==> config.mk <==
export PLATFORM = sky130hd
export DESIGN_NAME = bitmanip_exec_stage_flat
export DESIGN_NICKNAME = d
export VERILOG_FILES = /design/src/rtl/bitmanip_exec_stage_if.sv /design/src/rtl/bitmanip_exec_stage.sv /design/src/flat_wrapper.sv
export SDC_FILE = /design/constraint.sdc
export NUM_CORES = 2
export LEC_CHECK = 0
export ABC_AREA = 1
export CAP_MARGIN = 30
export CORE_ASPECT_RATIO = 1.25
export CORE_UTILIZATION = 65
export CTS_CLUSTER_DIAMETER = 40
export DETAILED_ROUTE_END_ITERATION = 7
export PLACE_DENSITY = 0.9
export SLEW_MARGIN = 30
export SYNTH_ARGS = -nofsm -noshare
export SYNTH_HDL_FRONTEND = slang
export SYNTH_SLANG_ARGS = --single-unit
==> constraint.sdc <==
create_clock -name clk -period 60.9 [get_ports clk]
set_input_delay 12.18 -clock clk [delete_from_list [all_inputs] [get_ports clk]]
set_output_delay 12.18 -clock clk [all_outputs]
set_load 0.02 [all_outputs]
==> src/rtl/bitmanip_exec_stage_if.sv <==
// Valid/ready bundle between issue, the bit-manipulation stage and writeback.
// Issue side drives in_*/out_ready (master); the stage receives them (slave).
interface bitmanip_exec_stage_if #(
    parameter int WIDTH = 64
);
    logic             in_valid;
    logic             in_ready;
    logic [3:0]       in_op;
    logic             in_word;
    logic [WIDTH-1:0] in_rs1;
    logic [WIDTH-1:0] in_rs2;
    logic [4:0]       in_rd;
    logic             out_valid;
    logic             out_ready;
    logic [WIDTH-1:0] out_result;
    logic [4:0]       out_rd;

    modport master (
        output in_valid, in_op, in_word, in_rs1, in_rs2, in_rd,
        output out_ready,
        input  in_ready, out_valid, out_result, out_rd
    );

    modport slave (
        input  in_valid, in_op, in_word, in_rs1, in_rs2, in_rd,
        input  out_ready,
        output in_ready, out_valid, out_result, out_rd
    );
endinterface

==> src/rtl/bitmanip_exec_stage.sv <==
// Two-stage Zbb execution stage: S1 holds operands, S2 holds the result.
// Ports: clk, rst_n (sync, active-low), flush, bus (slave handshake bundle).
module bitmanip_exec_stage #(
    parameter int WIDTH = 64
) (
    input  logic                 clk,
    input  logic                 rst_n,
    input  logic                 flush,
    bitmanip_exec_stage_if.slave bus
);
    localparam logic [3:0] OP_CPOP  = 4'd0;
    localparam logic [3:0] OP_CLZ   = 4'd1;
    localparam logic [3:0] OP_CTZ   = 4'd2;
    localparam logic [3:0] OP_ANDN  = 4'd3;
    localparam logic [3:0] OP_ORN   = 4'd4;
    localparam logic [3:0] OP_XNOR  = 4'd5;
    localparam logic [3:0] OP_MIN   = 4'd6;
    localparam logic [3:0] OP_MAX   = 4'd7;
    localparam logic [3:0] OP_MINU  = 4'd8;
    localparam logic [3:0] OP_MAXU  = 4'd9;
    localparam logic [3:0] OP_ROL   = 4'd10;
    localparam logic [3:0] OP_ROR   = 4'd11;
    localparam logic [3:0] OP_SEXTB = 4'd12;
    localparam logic [3:0] OP_SEXTH = 4'd13;
    localparam logic [3:0] OP_ZEXTH = 4'd14;
    localparam logic [3:0] OP_ORCB  = 4'd15;

    logic             r_s1_valid;
    logic [3:0]       r_s1_op;
    logic             r_s1_word;
    logic [WIDTH-1:0] r_s1_rs1;
    logic [WIDTH-1:0] r_s1_rs2;
    logic [4:0]       r_s1_rd;

    logic             r_s2_valid;
    logic [WIDTH-1:0] r_s2_result;
    logic [4:0]       r_s2_rd;

    logic             w_s2_adv;
    logic             w_in_ready;
    logic             w_in_fire;
    logic [WIDTH-1:0] w_result;

    function automatic logic [6:0] f_cpop(input logic [63:0] v);
        logic [6:0] n;
        n = '0;
        for (int i = 0; i < 64; i++) begin
            n = n + {6'd0, v[i]};
        end
        return n;
    endfunction

    function automatic logic [6:0] f_clz(input logic [63:0] v);
        logic [6:0] n;
        logic       hit;
        n   = '0;
        hit = 1'b0;
        for (int i = 63; i >= 0; i--) begin
            if (!hit) begin
                if (v[i]) hit = 1'b1;
                else      n   = n + 7'd1;
            end
        end
        return n;
    endfunction

    function automatic logic [6:0] f_ctz(input logic [63:0] v);
        logic [6:0] n;
        logic       hit;
        n   = '0;
        hit = 1'b0;
        for (int i = 0; i < 64; i++) begin
            if (!hit) begin
                if (v[i]) hit = 1'b1;
                else      n   = n + 7'd1;
            end
        end
        return n;
    endfunction

    assign w_s2_adv   = !r_s2_valid | bus.out_ready;
    assign w_in_ready = !flush & (!r_s1_valid | w_s2_adv);
    assign w_in_fire  = bus.in_valid & w_in_ready;

    assign bus.in_ready   = w_in_ready;
    assign bus.out_valid  = r_s2_valid;
    assign bus.out_result = r_s2_result;
    assign bus.out_rd     = r_s2_rd;

    // W-variants: zero the high half for cpop; for clz/ctz pad the unused
    // half with ones so a zero low word counts exactly 32.
    logic [63:0] w_cpop_src;
    logic [63:0] w_clz_src;
    logic [63:0] w_ctz_src;
    logic [6:0]  w_cpop;
    logic [6:0]  w_clz;
    logic [6:0]  w_ctz;

    assign w_cpop_src = r_s1_word ? {32'd0, r_s1_rs1[31:0]} : r_s1_rs1;
    assign w_clz_src  = r_s1_word ? {r_s1_rs1[31:0], 32'hFFFF_FFFF}
                                  : r_s1_rs1;
    assign w_ctz_src  = r_s1_word ? {32'hFFFF_FFFF, r_s1_rs1[31:0]}
                                  : r_s1_rs1;
    assign w_cpop     = f_cpop(w_cpop_src);
    assign w_clz      = f_clz(w_clz_src);
    assign w_ctz      = f_ctz(w_ctz_src);

    // Shifts by the full width yield zero, which covers a zero amount.
    logic [5:0]  w_sh;
    logic [4:0]  w_shw;
    logic [6:0]  w_sh_inv;
    logic [5:0]  w_shw_inv;
    logic [31:0] w_lo;
    logic [63:0] w_rol;
    logic [63:0] w_ror;
    logic [31:0] w_rolw;
    logic [31:0] w_rorw;

    assign w_sh      = r_s1_rs2[5:0];
    assign w_shw     = r_s1_rs2[4:0];
    assign w_sh_inv  = 7'd64 - {1'b0, w_sh};
    assign w_shw_inv = 6'd32 - {1'b0, w_shw};
    assign w_lo      = r_s1_rs1[31:0];
    assign w_rol     = (r_s1_rs1 << w_sh) | (r_s1_rs1 >> w_sh_inv);
    assign w_ror     = (r_s1_rs1 >> w_sh) | (r_s1_rs1 << w_sh_inv);
    assign w_rolw    = (w_lo << w_shw) | (w_lo >> w_shw_inv);
    assign w_rorw    = (w_lo >> w_shw) | (w_lo << w_shw_inv);

    logic        w_lt_s;
    logic        w_lt_u;
    logic [63:0] w_orcb;

    assign w_lt_s = $signed(r_s1_rs1) < $signed(r_s1_rs2);
    assign w_lt_u = r_s1_rs1 < r_s1_rs2;

    always_comb begin
        w_orcb = '0;
        for (int b = 0; b < 8; b++) begin
            w_orcb[b*8 +: 8] = {8{|r_s1_rs1[b*8 +: 8]}};
        end
    end

    always_comb begin
        w_result = '0;
        unique case (r_s1_op)
            OP_CPOP:  w_result = {57'd0, w_cpop};
            OP_CLZ:   w_result = {57'd0, w_clz};
            OP_CTZ:   w_result = {57'd0, w_ctz};
            OP_ANDN:  w_result = r_s1_rs1 & ~r_s1_rs2;
            OP_ORN:   w_result = r_s1_rs1 | ~r_s1_rs2;
            OP_XNOR:  w_result = ~(r_s1_rs1 ^ r_s1_rs2);
            // Ties fall to rs1 in all four compares.
            OP_MIN:   w_result = (w_lt_s || r_s1_rs1 == r_s1_rs2)
                                 ? r_s1_rs1 : r_s1_rs2;
            OP_MAX:   w_result = w_lt_s ? r_s1_rs2 : r_s1_rs1;
            OP_MINU:  w_result = (w_lt_u || r_s1_rs1 == r_s1_rs2)
                                 ? r_s1_rs1 : r_s1_rs2;
            OP_MAXU:  w_result = w_lt_u ? r_s1_rs2 : r_s1_rs1;
            OP_ROL:   w_result = r_s1_word ? {{32{w_rolw[31]}}, w_rolw}
                                           : w_rol;
            OP_ROR:   w_result = r_s1_word ? {{32{w_rorw[31]}}, w_rorw}
                                           : w_ror;
            OP_SEXTB: w_result = {{56{r_s1_rs1[7]}}, r_s1_rs1[7:0]};
            OP_SEXTH: w_result = {{48{r_s1_rs1[15]}}, r_s1_rs1[15:0]};
            OP_ZEXTH: w_result = {48'd0, r_s1_rs1[15:0]};
            OP_ORCB:  w_result = w_orcb;
            default:  w_result = '0;
        endcase
    end

    always_ff @(posedge clk) begin
        if (!rst_n) begin
            r_s1_valid  <= 1'b0;
            r_s1_op     <= '0;
            r_s1_word   <= 1'b0;
            r_s1_rs1    <= '0;
            r_s1_rs2    <= '0;
            r_s1_rd     <= '0;
            r_s2_valid  <= 1'b0;
            r_s2_result <= '0;
            r_s2_rd     <= '0;
        end else if (flush) begin
            r_s1_valid <= 1'b0;
            r_s2_valid <= 1'b0;
        end else begin
            if (w_s2_adv) begin
                r_s2_valid <= r_s1_valid;
                // Only load on a real op so an idle S2 keeps its data.
                if (r_s1_valid) begin
                    r_s2_result <= w_result;
                    r_s2_rd     <= r_s1_rd;
                end
            end
            if (w_in_ready) begin
                r_s1_valid <= bus.in_valid;
            end
            if (w_in_fire) begin
                r_s1_op   <= bus.in_op;
                r_s1_word <= bus.in_word;
                r_s1_rs1  <= bus.in_rs1;
                r_s1_rs2  <= bus.in_rs2;
                r_s1_rd   <= bus.in_rd;
            end
        end
    end
endmodule
==> src/flat_wrapper.sv <==
// flat-port wrapper written by rule: the top's interface ports become plain ports
module bitmanip_exec_stage_flat 
#(
    parameter int WIDTH = 64
)
  (clk, rst_n, flush, bus_in_valid, bus_in_op, bus_in_word, bus_in_rs1, bus_in_rs2, bus_in_rd, bus_out_ready, bus_in_ready, bus_out_valid, bus_out_result, bus_out_rd);
  bitmanip_exec_stage_if #(.WIDTH(WIDTH)) bus_i ();
  input  logic clk;
  input  logic rst_n;
  input  logic flush;
  input wire logic [$bits(bus_i.in_valid)-1:0] bus_in_valid;
  input wire logic [$bits(bus_i.in_op)-1:0] bus_in_op;
  input wire logic [$bits(bus_i.in_word)-1:0] bus_in_word;
  input wire logic [$bits(bus_i.in_rs1)-1:0] bus_in_rs1;
  input wire logic [$bits(bus_i.in_rs2)-1:0] bus_in_rs2;
  input wire logic [$bits(bus_i.in_rd)-1:0] bus_in_rd;
  input wire logic [$bits(bus_i.out_ready)-1:0] bus_out_ready;
  output wire logic [$bits(bus_i.in_ready)-1:0] bus_in_ready;
  output wire logic [$bits(bus_i.out_valid)-1:0] bus_out_valid;
  output wire logic [$bits(bus_i.out_result)-1:0] bus_out_result;
  output wire logic [$bits(bus_i.out_rd)-1:0] bus_out_rd;
  assign bus_i.in_valid = bus_in_valid;
  assign bus_i.in_op = bus_in_op;
  assign bus_i.in_word = bus_in_word;
  assign bus_i.in_rs1 = bus_in_rs1;
  assign bus_i.in_rs2 = bus_in_rs2;
  assign bus_i.in_rd = bus_in_rd;
  assign bus_i.out_ready = bus_out_ready;
  assign bus_in_ready = bus_i.in_ready;
  assign bus_out_valid = bus_i.out_valid;
  assign bus_out_result = bus_i.out_result;
  assign bus_out_rd = bus_i.out_rd;
  bitmanip_exec_stage #(.WIDTH(WIDTH)) u_core (.clk(clk), .rst_n(rst_n), .flush(flush), .bus(bus_i));
endmodule
==> results of run 1 <==
## Yosys cell counts (112+ instances only)
library cell  count  area (um2)
nand3_2         112        1120
nand3_1         678        3390
o21ai_0         971        4860
ha_1            269        3370
a21oi_1         479        2400
nor2_1          978        3670
clkbuf_1        324        1220
inv_1          1248        4680
inv_2           112         420
nand2_2         292        1830
nand2_1        2528        9490
dfxtp_1         209        4180
## through the flow
| step | util | area, um2 | worst slack, ps | std cells |
|---|---|---|---|---|
| after detailed placement | 0.688 | 54300 | 25440 | 10500 |
| after floorplan | - | 51800 | 28460 | 9543 |
| after CTS | 0.707 | 55800 | 25300 | 10600 |
| after global placement | 0.688 | 54300 | 26470 | 10500 |
## kinds of logic after synthesis
kind of cell,count (synthesis)
AND/OR/NAND/NOR,5014
AO/OA/AOI/OAI,1988
buffers and inverters,1847
adder cells (fa/ha/maj),323
flip-flops,209
multiplexers,94
XOR/XNOR,68
## layer usage
metal / global-route usage / overflow
met1: 0.715 / 0
met2: 0.869 / 2
met3: 0.484 / 0
met4: 0.631 / 3
met5: 0.178 / 0
==> results.sh, run 1 <==
export IMPL_syn_cell_area_mm2=0.0518
export IMPL_portBuffers=213
export IMPL_post_synth_cell_area_avg_um2=5.43
export IMPL_grt_max_degree=97
export IMPL_floorplan_die_width_um=255
export IMPL_rows=115
export IMPL_clock_sink_count=209
export IMPL_synth_flop_cell="dfxtp_1"
export IMPL_synthSimpleGateAreaFrac=0.437
export IMPL_cell_at_the_root_of_the_clock_tree="clkbuf_16"
export IMPL_grt_first_pass_wirelength_um=416000
export IMPL_top_level_ports=214
export IMPL_ys_ff_latch=209
export IMPL_synth_edf_count=0
export IMPL_detailedPlacementHpwl_um=195000
export IMPL_starting_density_of_the_core=0.657
export IMPL_hold_buffers=0
export IMPL_async_flop_share=0
export IMPL_cts_buffers_inserted=42
export IMPL_post_synth_inst_count=9543
export IMPL_yosysSeqAreaShare=0.0808
export IMPL_htree_num_levels=2
export IMPL_grt_usage=0.684
export IMPL_number_of_unique_standard_cell_types_used_by_synthesis=89
export IMPL_main_combinational_cell_family_by_area_after_synthesis="simple AND/OR/NAND/NOR gates"
export IMPL_synth_compound_area_frac=0.223
export IMPL_place_gp_congestion=1.27
export IMPL_nets_in_the_synthesized_netlist=10000
export IMPL_synthMuxAreaShare=0.0182
export IMPL_cts_setup_buffers=0
export IMPL_chipHeight_um=318
export IMPL_failing_step="global routing (5_1_grt)"
export IMPL_synth_xor_area_frac=0.0130
export IMPL_synth_warn=0
export IMPL_globalRoute_totalOverflow=5
export IMPL_synth_fa_ha_area_frac=0.0858
export IMPL_clock_tree_buffer_depth=3
export IMPL_vias_in_the_first_global_route=66100
export IMPL_status="stopped before the end"
export IMPL_cts_repair_resized=0
export IMPL_toolErrorMsg="[ERROR GRT-0116] Global routing finished with congestion. Check the congestion regions in the DRC Viewer."
==> run 2, diff against run 1 <==
- CORE_ASPECT_RATIO: 1.25 -> not set
- CORE_UTILIZATION: 65 -> 40
- CTS_CLUSTER_DIAMETER: 40 -> not set
- PLACE_DENSITY: 0.9 -> not set
- PLACE_DENSITY_LB_ADDON: not set -> 0.15
==> results.sh, run 2 <==
export IMPL_rsz0062_at_grt="false"
export IMPL_p_leak_nw=26.4
export IMPL_hold_path_end="u_core.r_s1_rd[4]$_SDFFE_PN0P_"
export IMPL_cp_num_buf_inv=43
export IMPL_worst_ir_drop_on_vdd_mv=0.0487
export IMPL_ys_ff_latch=209
export IMPL_cts_buffers_inserted=26
export IMPL_synth_warn=0
export IMPL_starting_density_of_the_core=0.405
export IMPL_post_layout_nonfiller_instances=11300
export IMPL_synth_largest_area_cell="nand2_1"
export IMPL_clock_tree_buffer_depth=3
export IMPL_max_cap_violations=0
export IMPL_nets_in_the_synthesized_netlist=10000
export IMPL_cts_repair_resized=0
export IMPL_synth_flop_cell="dfxtp_1"
export IMPL_layout_common_cells="2,525 x nand2_1, 1,243 x inv_1, 965 x nor2_1"
export IMPL_layout_cell_share_with_drive_strength_beyond_1=0.107
export IMPL_grt_first_pass_wirelength_um=412000
export IMPL_required_ps=61370
export IMPL_grt_usage=0.427
export IMPL_synth_edf_count=0
export IMPL_number_of_unique_standard_cell_types_used_by_synthesis=89
export IMPL_clk_pin_slew_worst_setup_hold_paths_ps=60
export IMPL_critical_path_top_cell_by_count="ha_1"
export IMPL_area_growth_syn_to_layout_pct=8.83
export IMPL_detail_route_first_pass_iterations=6
export IMPL_report_final_hold_viol_count=0
export IMPL_timing_max_transition_violations_final=0
export IMPL_period_utilisation_layout=0.598
export IMPL_post_synth_cell_area_avg_um2=5.43
export IMPL_crit_reg2reg_launch="u_core.r_s1_word$_SDFFE_PN0P_"
export IMPL_number_of_cells_on_the_worst_reg_to_reg_path=217
export IMPL_place_ws_ps=24720
export IMPL_syn_cell_area_mm2=0.0518
export IMPL_timing_final_ws_setup_ps=24490
export IMPL_place_detailed_instances=11200
export IMPL_hold_buffers=0
export IMPL_detailroute_via_count=65700
export IMPL_power_per_cell_area_mw_per_mm2=28.6
export IMPL_post_route_util=0.440
export IMPL_globalRoute_totalOverflow=0
export IMPL_power_total_mw=1.61
export IMPL_setup_viol=0
export IMPL_max_freq_mhz=27.5
export IMPL_crit_slowest_cell="buf_12"
export IMPL_top_level_ports=214
export IMPL_drt_wl_total_um=290000
export IMPL_place_gp_congestion=1.11
export IMPL_grt_antenna_before_repair=25
export IMPL_ant_nets=0
export IMPL_clock_sink_count=209
export IMPL_design_final_nets=9963
export IMPL_post_synth_inst_count=9543
export IMPL_stdcell_area_mm2=0.0564
export IMPL_worstSkewPairLatency_ps=630
export IMPL_vias_per_cell=5.84
export IMPL_chipHeight_um=362
export IMPL_final_fill_count=14400
export IMPL_post_drt_wl_per_cell_um=25.8
export IMPL_synth_largest_type_area_fraction=0.183
export IMPL_fin_worst_skew_ps=40.6
export IMPL_critical_path_max_stage_delay_ps=510
export IMPL_post_route_drc_count=0
export IMPL_portBuffers=213
export IMPL_grt_max_degree=142
export IMPL_yosysSeqAreaShare=0.0808
export IMPL_first_iter_violations=7729
export IMPL_timing_final_crit_period_ps=36410
export IMPL_vias_in_the_first_global_route=59700
export IMPL_holdCritStartpoint="u_core.r_s1_rd[4]$_SDFFE_PN0P_"
export IMPL_slew_limit_headroom=0.235
export IMPL_worstHoldPathType="reg2reg"
export IMPL_critical_path_reg2reg_endpoint="u_core.bus.out_result[1]$_SDFFE_PN0P_"
export IMPL_cell_at_the_root_of_the_clock_tree="clkbuf_16"
export IMPL_async_flop_share=0
export IMPL_htree_num_levels=1
export IMPL_yosys_top_cells_area="nand2_1 18%, o21ai_0 9.4%, inv_1 9.0%"
export IMPL_synth_commonest_cells="2,528 x nand2_1, 1,248 x inv_1, 978 x nor2_1"
export IMPL_detailedPlacementHpwl_um=233000
export IMPL_setup_worst_path_class="reg2reg"
export IMPL_die_area_mm2=0.131
export IMPL_tritoncts_clock_tree="done"
export IMPL_reg2reg_setup_slack_ps=24490
export IMPL_cp_top_family="adder cells"
export IMPL_worstPathMaxFanout=131
export IMPL_cts_setup_buffers=0
export IMPL_worstPathArrival_ps=36880
export IMPL_rows=131
export IMPL_timing_hold_ws_ps=451
export IMPL_timing_critical_path_from_type="flop"
export IMPL_core_area_mm2=0.128
export IMPL_yosysMostFrequentCell="nand2_1"
export IMPL_end_kind="flop"
export IMPL_status="completed"
export IMPL_hold_depth=2
export IMPL_floorplan_die_width_um=362
export IMPL_total_negative_slack_ps=0
export IMPL_tightest_slew_ps=1140
export IMPL_mostFrequentLayoutCell="nand2_1"
export IMPL_placed_area_mm2=0.0555
[run 2: worst min-delay path, cell delays in order (launching register included)]
cell and delay [ps]:
dfxtp_1 300, inv_1 60, a21oi_1 50
[run 2: kinds of logic (layout without fill, tap and decap cells)]
kind of cell             Yosys count  count (layout)  share of synthesized area
other                              0              11                          0
flip-flops                       209             209                     0.0808
adder cells (fa/ha/maj)          323             323                     0.0858
AO/OA/AOI/OAI                   1988            1988                      0.223
AND/OR/NAND/NOR                 5014            5014                      0.437
multiplexers                      94              94                     0.0182
buffers and inverters           1847            1817                      0.142
XOR/XNOR                          68              68                     0.0130
[run 2: worst max-delay path by stage]
| stage | start | depth (start not counted) | slack, ps | to |
|---|---|---|---|---|
| 2_1_floorplan | u_core.r_s1_word$_SDFFE_PN0P_ | 217 | 28460 | u_core.bus.out_result[1]$_SDFFE_PN0P_ |
| 3_3_place_gp | u_core.r_s1_word$_SDFFE_PN0P_ | 217 | 25320 | u_core.bus.out_result[1]$_SDFFE_PN0P_ |
| 3_5_place_dp | u_core.r_s1_word$_SDFFE_PN0P_ | 217 | 24720 | u_core.bus.out_result[1]$_SDFFE_PN0P_ |
| 4_1_cts | u_core.r_s1_word$_SDFFE_PN0P_ | 217 | 24540 | u_core.bus.out_result[1]$_SDFFE_PN0P_ |
| 5_1_grt | u_core.r_s1_word$_SDFFE_PN0P_ | 221 | 21790 | u_core.bus.out_result[6]$_SDFFE_PN0P_ |
| 6_report | u_core.r_s1_word$_SDFFE_PN0P_ | 217 | 24490 | u_core.bus.out_result[1]$_SDFFE_PN0P_ |
[run 2: power by group]
group	leakage (nW)	switching [mW]	internal [mW]
registers	1.72	0.0117	0.144
clock network	0.388	0.0747	0.0825
logic	24.3	0.910	0.391
total	26.4	0.996	0.617
[run 2: final cells by class]
| cell class | instances | area, um2 | share of cell area |
|---|---|---|---|
| Timing Repair Buffer | 371 | 3390 | 0.0601 |
| Clock buffer | 35 | 716 | 0.0127 |
| Multi-Input combinational cell | 7487 | 40500 | 0.718 |
| Tap cell | 1729 | 2160 | 0.0384 |
| Sequential cell | 209 | 4200 | 0.0745 |
| Antenna cell | 11 | 27.5 | 0.000488 |
| Inverter | 1402 | 5330 | 0.0945 |
| Clock inverter | 9 | 73.8 | 0.00131 |
[run 2: layer usage]
layer | up-vias | global-route usage | wire, um
li1 | 31100 | - | -
met1 | 30300 | 0.549 | 118000
met2 | 3546 | 0.627 | 117000
met3 | 753 | 0.0992 | 30800
met4 | 26 | 0.294 | 24200
met5 | - | 0 | 148
No activity file was read; power rests on OpenSTA's default activity.
